**src/rtl/mod_updown_counter.sv**
```systemverilog
// mod_updown_counter: modulo/saturating up-down counter with step, overflow/underflow pulses and sticky flags
module mod_updown_counter #(
  parameter int unsigned WIDTH = 8,
  parameter int unsigned STEP_W = 4,
  parameter logic [WIDTH-1:0] RESET_VAL = '0
) (
  input  logic              clk,
  input  logic              rst_n,
  input  logic              enable_i,
  input  logic              load_i,
  input  logic [WIDTH-1:0]  load_value_i,
  input  logic              dir_i,
  input  logic [STEP_W-1:0] step_i,
  input  logic [WIDTH-1:0]  limit_i,
  input  logic              sat_mode_i,
  input  logic              clr_flags_i,
  output logic [WIDTH-1:0]  count_o,
  output logic              ovf_pulse_o,
  output logic              unf_pulse_o,
  output logic              ovf_sticky_o,
  output logic              unf_sticky_o,
  output logic              at_limit_o,
  output logic              at_zero_o
);
  localparam int unsigned W1 = WIDTH + 1;
  logic [WIDTH-1:0] count_q, count_d;
  logic ovf_q, ovf_d, unf_q, unf_d, ovf_sticky_q, ovf_sticky_d, unf_sticky_q, unf_sticky_d;
  logic [W1-1:0] lim_x, lim1, stp, s, cnt, sum, diff, wrap_dn;
  logic oor;
  always_comb begin
    lim_x = {1'b0, limit_i};
    lim1 = lim_x + W1'(1);
    stp = W1'(step_i);
    s = stp > lim1 ? lim1 : stp;
    cnt = {1'b0, count_q};
    sum = cnt + s;
    diff = cnt - s;
    wrap_dn = cnt + lim1 - s;
    oor = count_q > limit_i;
    count_d = count_q;
    ovf_d = 1'b0;
    unf_d = 1'b0;
    if (load_i) begin
      count_d = load_value_i > limit_i ? limit_i : load_value_i;
    end else if (enable_i && s != '0) begin
      // A count left above a lowered limit is pulled back into range as an overflow.
      if (oor) begin
        count_d = sat_mode_i ? limit_i : '0;
        ovf_d = 1'b1;
      end else if (!dir_i) begin
        if (sum <= lim_x) begin
          count_d = WIDTH'(sum);
        end else begin
          count_d = sat_mode_i ? limit_i : WIDTH'(sum - lim1);
          ovf_d = 1'b1;
        end
      end else if (cnt >= s) begin
        count_d = WIDTH'(diff);
      end else begin
        count_d = sat_mode_i ? '0 : WIDTH'(wrap_dn);
        unf_d = 1'b1;
      end
    end
    ovf_sticky_d = ovf_d | (ovf_sticky_q & ~clr_flags_i);
    unf_sticky_d = unf_d | (unf_sticky_q & ~clr_flags_i);
  end
  always_ff @(posedge clk or negedge rst_n) begin
    if (!rst_n) begin
      count_q <= RESET_VAL;
      ovf_q <= 1'b0;
      unf_q <= 1'b0;
      ovf_sticky_q <= 1'b0;
      unf_sticky_q <= 1'b0;
    end else begin
      count_q <= count_d;
      ovf_q <= ovf_d;
      unf_q <= unf_d;
      ovf_sticky_q <= ovf_sticky_d;
      unf_sticky_q <= unf_sticky_d;
    end
  end
  assign count_o = count_q;
  assign ovf_pulse_o = ovf_q;
  assign unf_pulse_o = unf_q;
  assign ovf_sticky_o = ovf_sticky_q;
  assign unf_sticky_o = unf_sticky_q;
  assign at_limit_o = count_q == limit_i;
  assign at_zero_o = count_q == '0;
endmodule

```
**config.mk**
```make
export PLATFORM = sky130hd
export DESIGN_NAME = mod_updown_counter
export DESIGN_NICKNAME = d
export VERILOG_FILES = /design/src/rtl/mod_updown_counter.sv
export SDC_FILE = /design/constraint.sdc
export NUM_CORES = 1
export LEC_CHECK = 0
export BUFFER_PORTS_ARGS = -buffer_cell sky130_fd_sc_hd__buf_2
export CAP_MARGIN = 25
export CORE_MARGIN = 3
export CORE_UTILIZATION = 35
export CTS_CLUSTER_DIAMETER = 100
export DETAILED_ROUTE_END_ITERATION = 10
export HOLD_SLACK_MARGIN = 0.1
export REMOVE_ABC_BUFFERS = 1
export SLEW_MARGIN = 10
export SYNTH_ARGS = -nofsm -noshare
export SYNTH_HDL_FRONTEND = slang
export SYNTH_SLANG_ARGS = --single-unit
export TNS_END_PERCENT = 100
```
**constraint.sdc**
```tcl
create_clock -name clk -period 7.6 [get_ports clk]
set_input_delay 1.52 -clock clk [delete_from_list [all_inputs] [get_ports clk]]
set_output_delay 1.52 -clock clk [all_outputs]
set_load 0.02 [all_outputs]
```
==> impl_metrics.json <==
{
  "ant_nets": 0,
  "start_util": 0.370,
  "clk_pin_slew_ns": 0.08,
  "cp_max_fo": 5,
  "irDropWorstVdd_v": 0.000140,
  "track_usage": 0.201,
  "async_reset_ff_frac": 1.00,
  "cts_tree": "done",
  "vias": 3165,
  "start_kind": "input port",
  "num_rows": 34,
  "io_pins": 41,
  "htree_levels": 1,
  "fin_worst_skew_ns": 0.0123,
  "cts_buffer_depth": 2,
  "cp_common_cell": "ha_1",
  "firstDrtPassIters": 5,
  "hold_depth": 1,
  "pre_cts_ws_ns": 0.0210,
  "ys_ff_latch": 12,
  "wl_per_cell_um": 18.4,
  "grt_pass1_vias": 3164,
  "die-area_mm2": 0.0106,
  "drtIter0Drc": 231,
  "grt_pass1_wl_um": 16500,
  "worst_slack_ns": 0.351,
  "setup_viol": 0,
  "worstMarginPinSlew_ns": 0.697,
  "cts-hold-fix-buffers": 0,
  "netlist_area_mm2": 0.00330,
  "crit_family": "compound AO/OA/AOI/OAI gates",
  "cts_inserted_buffers": 3,
  "grt_antenna_before_repair": 0,
  "clock_latency_ns": 0.26,
  "rrSetupSlack_ns": 3.10,
  "dp_cells": 554,
  "antennaDiodeCount": 0,
  "final_nets": 547,
  "drive_gt1_frac": 0.181,
  "grt_overflow_total": 0,
  "hp-class": "register to register",
  "io_buffer_count": 40,
  "synth_flop_cell": "dfrtp_1",
  "synth_warnings": 0,
  "fmaxAchievable_mhz": 138,
  "cellLeakagePower_uw": 0.00180,
  "cp.required_ns": 7.76,
  "grt_max_degree": 18,
  "min_to": "ovf_sticky_o",
  "final_hold_viol_count": 0,
  "rr_endpoint": "count_o[6]",
  "dp_hpwl_um": 8580,
  "routabilityCongestion": 0.879,
  "slew_headroom": 0.535,
  "synth_area_per_cell_um2": 8.24,
  "cap_viol_max_count": 0,
  "avgViaCountPerCell": 5.64,
  "fin_cells": 561,
  "worstPathArrival_ns": 7.40,
  "finalWirelength_um": 10300,
  "r2r_cells": 16,
  "cp_slowest_cell": "a2111oi_0",
  "root_buffer": "clkbuf_8",
  "hp-start": "ovf_sticky_o",
  "synth_seq_area_share": 0.0909,
  "slew_viol_final": 0,
  "crit_type": "input port to register",
  "die_width_um": 103,
  "powerDensity_mw_per_mm2": 368,
  "syn2layout_area_growth_pct": 13.3,
  "crit_buf_inv": 3,
  "synth_cell_types": 74,
  "clkSinkCount": 12,
  "post-route-min-period_ns": 7.25,
  "r2r-start": "count_o[1]",
  "synth-edff-count": 0,
  "status": "finished clean",
  "syn_inst": 401,
  "post-route-period-util": 0.954,
  "drc": 0,
  "cp_slowest_stage_delay_ns": 0.44,
  "floorplan.die.height_um": 103,
  "utilization": 0.419,
  "core_region_area_mm2": 0.00893,
  "hold_ws_ns": 0.474,
  "worstSetupEndpointType": "register"
}
## sequential cells by signal, summed over array words and instances, names as in the netlist
register      cells
ovf_pulse_o       1
unf_sticky_o      1
count_o           8
ovf_sticky_o      1
unf_pulse_o       1
## Yosys cell counts, types with 3 or more instances
cell type,instances,share of area
ha_1,56,0.21
inv_1,43,0.049
nor2_1,31,0.035
a21oi_1,24,0.036
nand2_1,21,0.024
xnor2_1,19,0.050
a21o_1,12,0.027
dfrtp_1,12,0.091
fa_1,10,0.061
nand3_1,10,0.015
a31oi_1,8,0.015
nor2b_1,8,0.015
o21ai_0,8,0.012
clkbuf_1,7,0.0080
nor3_1,7,0.011
o21ai_1,7,0.011
a211oi_1,6,0.014
a221oi_1,6,0.016
o21a_1,6,0.014
xor2_1,6,0.016
inv_2,5,0.0057
nand2b_1,5,0.0095
mux2i_1,4,0.012
o21bai_1,4,0.0091
a211o_1,3,0.0080
a22oi_1,3,0.0068
a311oi_1,3,0.0080
and2_1,3,0.0057
buf_6,3,0.010
maj3_2,3,0.010
nand4_1,3,0.0057
## metrics by stage
step	setup TNS [ns]	total power [uW]	instance area, um^2
2_1_floorplan	0	969	3280
3_5_place_dp	0	1270	3650
4_1_cts	0	1350	3700
3_3_place_gp	0	1240	3650
6_report	0	1380	3740
5_1_grt	-0.0135	1510	3740
## worst max-delay path by stage
stage / to / cells past startpoint / start / slack [ns]
6_report: count_o[6] / 25 / limit_i[1] / 0.35
5_1_grt: count_o[7] / 27 / limit_i[1] / -0.008
4_1_cts: count_o[6] / 26 / limit_i[1] / 0.28
3_5_place_dp: count_o[6] / 26 / limit_i[1] / 0.02
3_3_place_gp: count_o[6] / 26 / limit_i[1] / 0.24
2_1_floorplan: count_o[7] / 26 / limit_i[0] / 0.71
## cells in the final DEF (no fill, tap or decap), types with 4 or more instances in the layout
cell,synthesis,routed
a221oi_1,6,6
clkbuf_8,0,4
nor3_1,7,7
a211oi_1,6,5
inv_2,5,5
conb_1,2,13
a21oi_1,24,24
xor2_1,6,6
nand2b_1,5,5
a31oi_1,8,8
buf_4,0,6
a21o_1,12,12
o21bai_1,4,4
o21ai_1,7,7
fa_1,10,10
o21a_1,6,6
nand3_1,10,10
inv_1,43,43
buf_2,0,41
dfrtp_1,12,12
nand2_1,21,21
ha_1,56,56
o21ai_0,8,8
xnor2_1,19,18
nor2b_1,8,8
nor2_1,31,31
## report_power, final
group	switching, uW	internal [uW]
Combinational	669	497
Clock	32.8	46.0
Sequential	47.7	86.1
## area by class of cell
type | count | area, um^2
fill | 935 | 5190
tap | 108 | 135
multi-input combinational | 341 | 2820
timing repair buffer | 47 | 250
inverter | 49 | 184
sequential | 12 | 300
clock buffer | 4 | 55.1
## cells by family after synthesis
logic type,Yosys count,synth area share
adders and majority gates,70,0.286
xor gates and xnor gates,29,0.0928
AOI/OAI and AO/OA,117,0.266
muxes,8,0.0269
DFF,12,0.0909
other,2,0.00227
and+or+nand+nor,104,0.161
buffers and inverters,59,0.0739
## worst reg2reg max path: stages, from the launching register on
cell       delay [ns]
dfrtp_1          0.59
inv_1            0.20
fa_1             0.54
nand2b_1         0.22
a211oi_2         0.23
nor2_1           0.07
o21bai_1         0.15
xnor2_1          0.24
inv_1            0.08
ha_1             0.20
a2111oi_0        0.39
a31oi_1          0.25
a211o_1          0.40
o2bb2ai_1        0.24
a221oi_1         0.33
a21oi_1          0.07
a31o_1           0.19
## what timing repair did
| action | CTS | global route |
|---|---|---|
| setup buffers | 0 | 1 |
| resized for setup | 0 | 3 |
| endpoints found under the setup margin | 0 | 7 |
## routing by layer
metal,vias to the layer above,GRT usage,share of wire
li1,1543,-,-
met1,1505,0.282,0.48
met2,104,0.315,0.45
met3,13,0.0304,0.055
met4,0,0.0657,0.018
met5,-,0,0
Note: power is estimated with default switching activity, not from simulation.
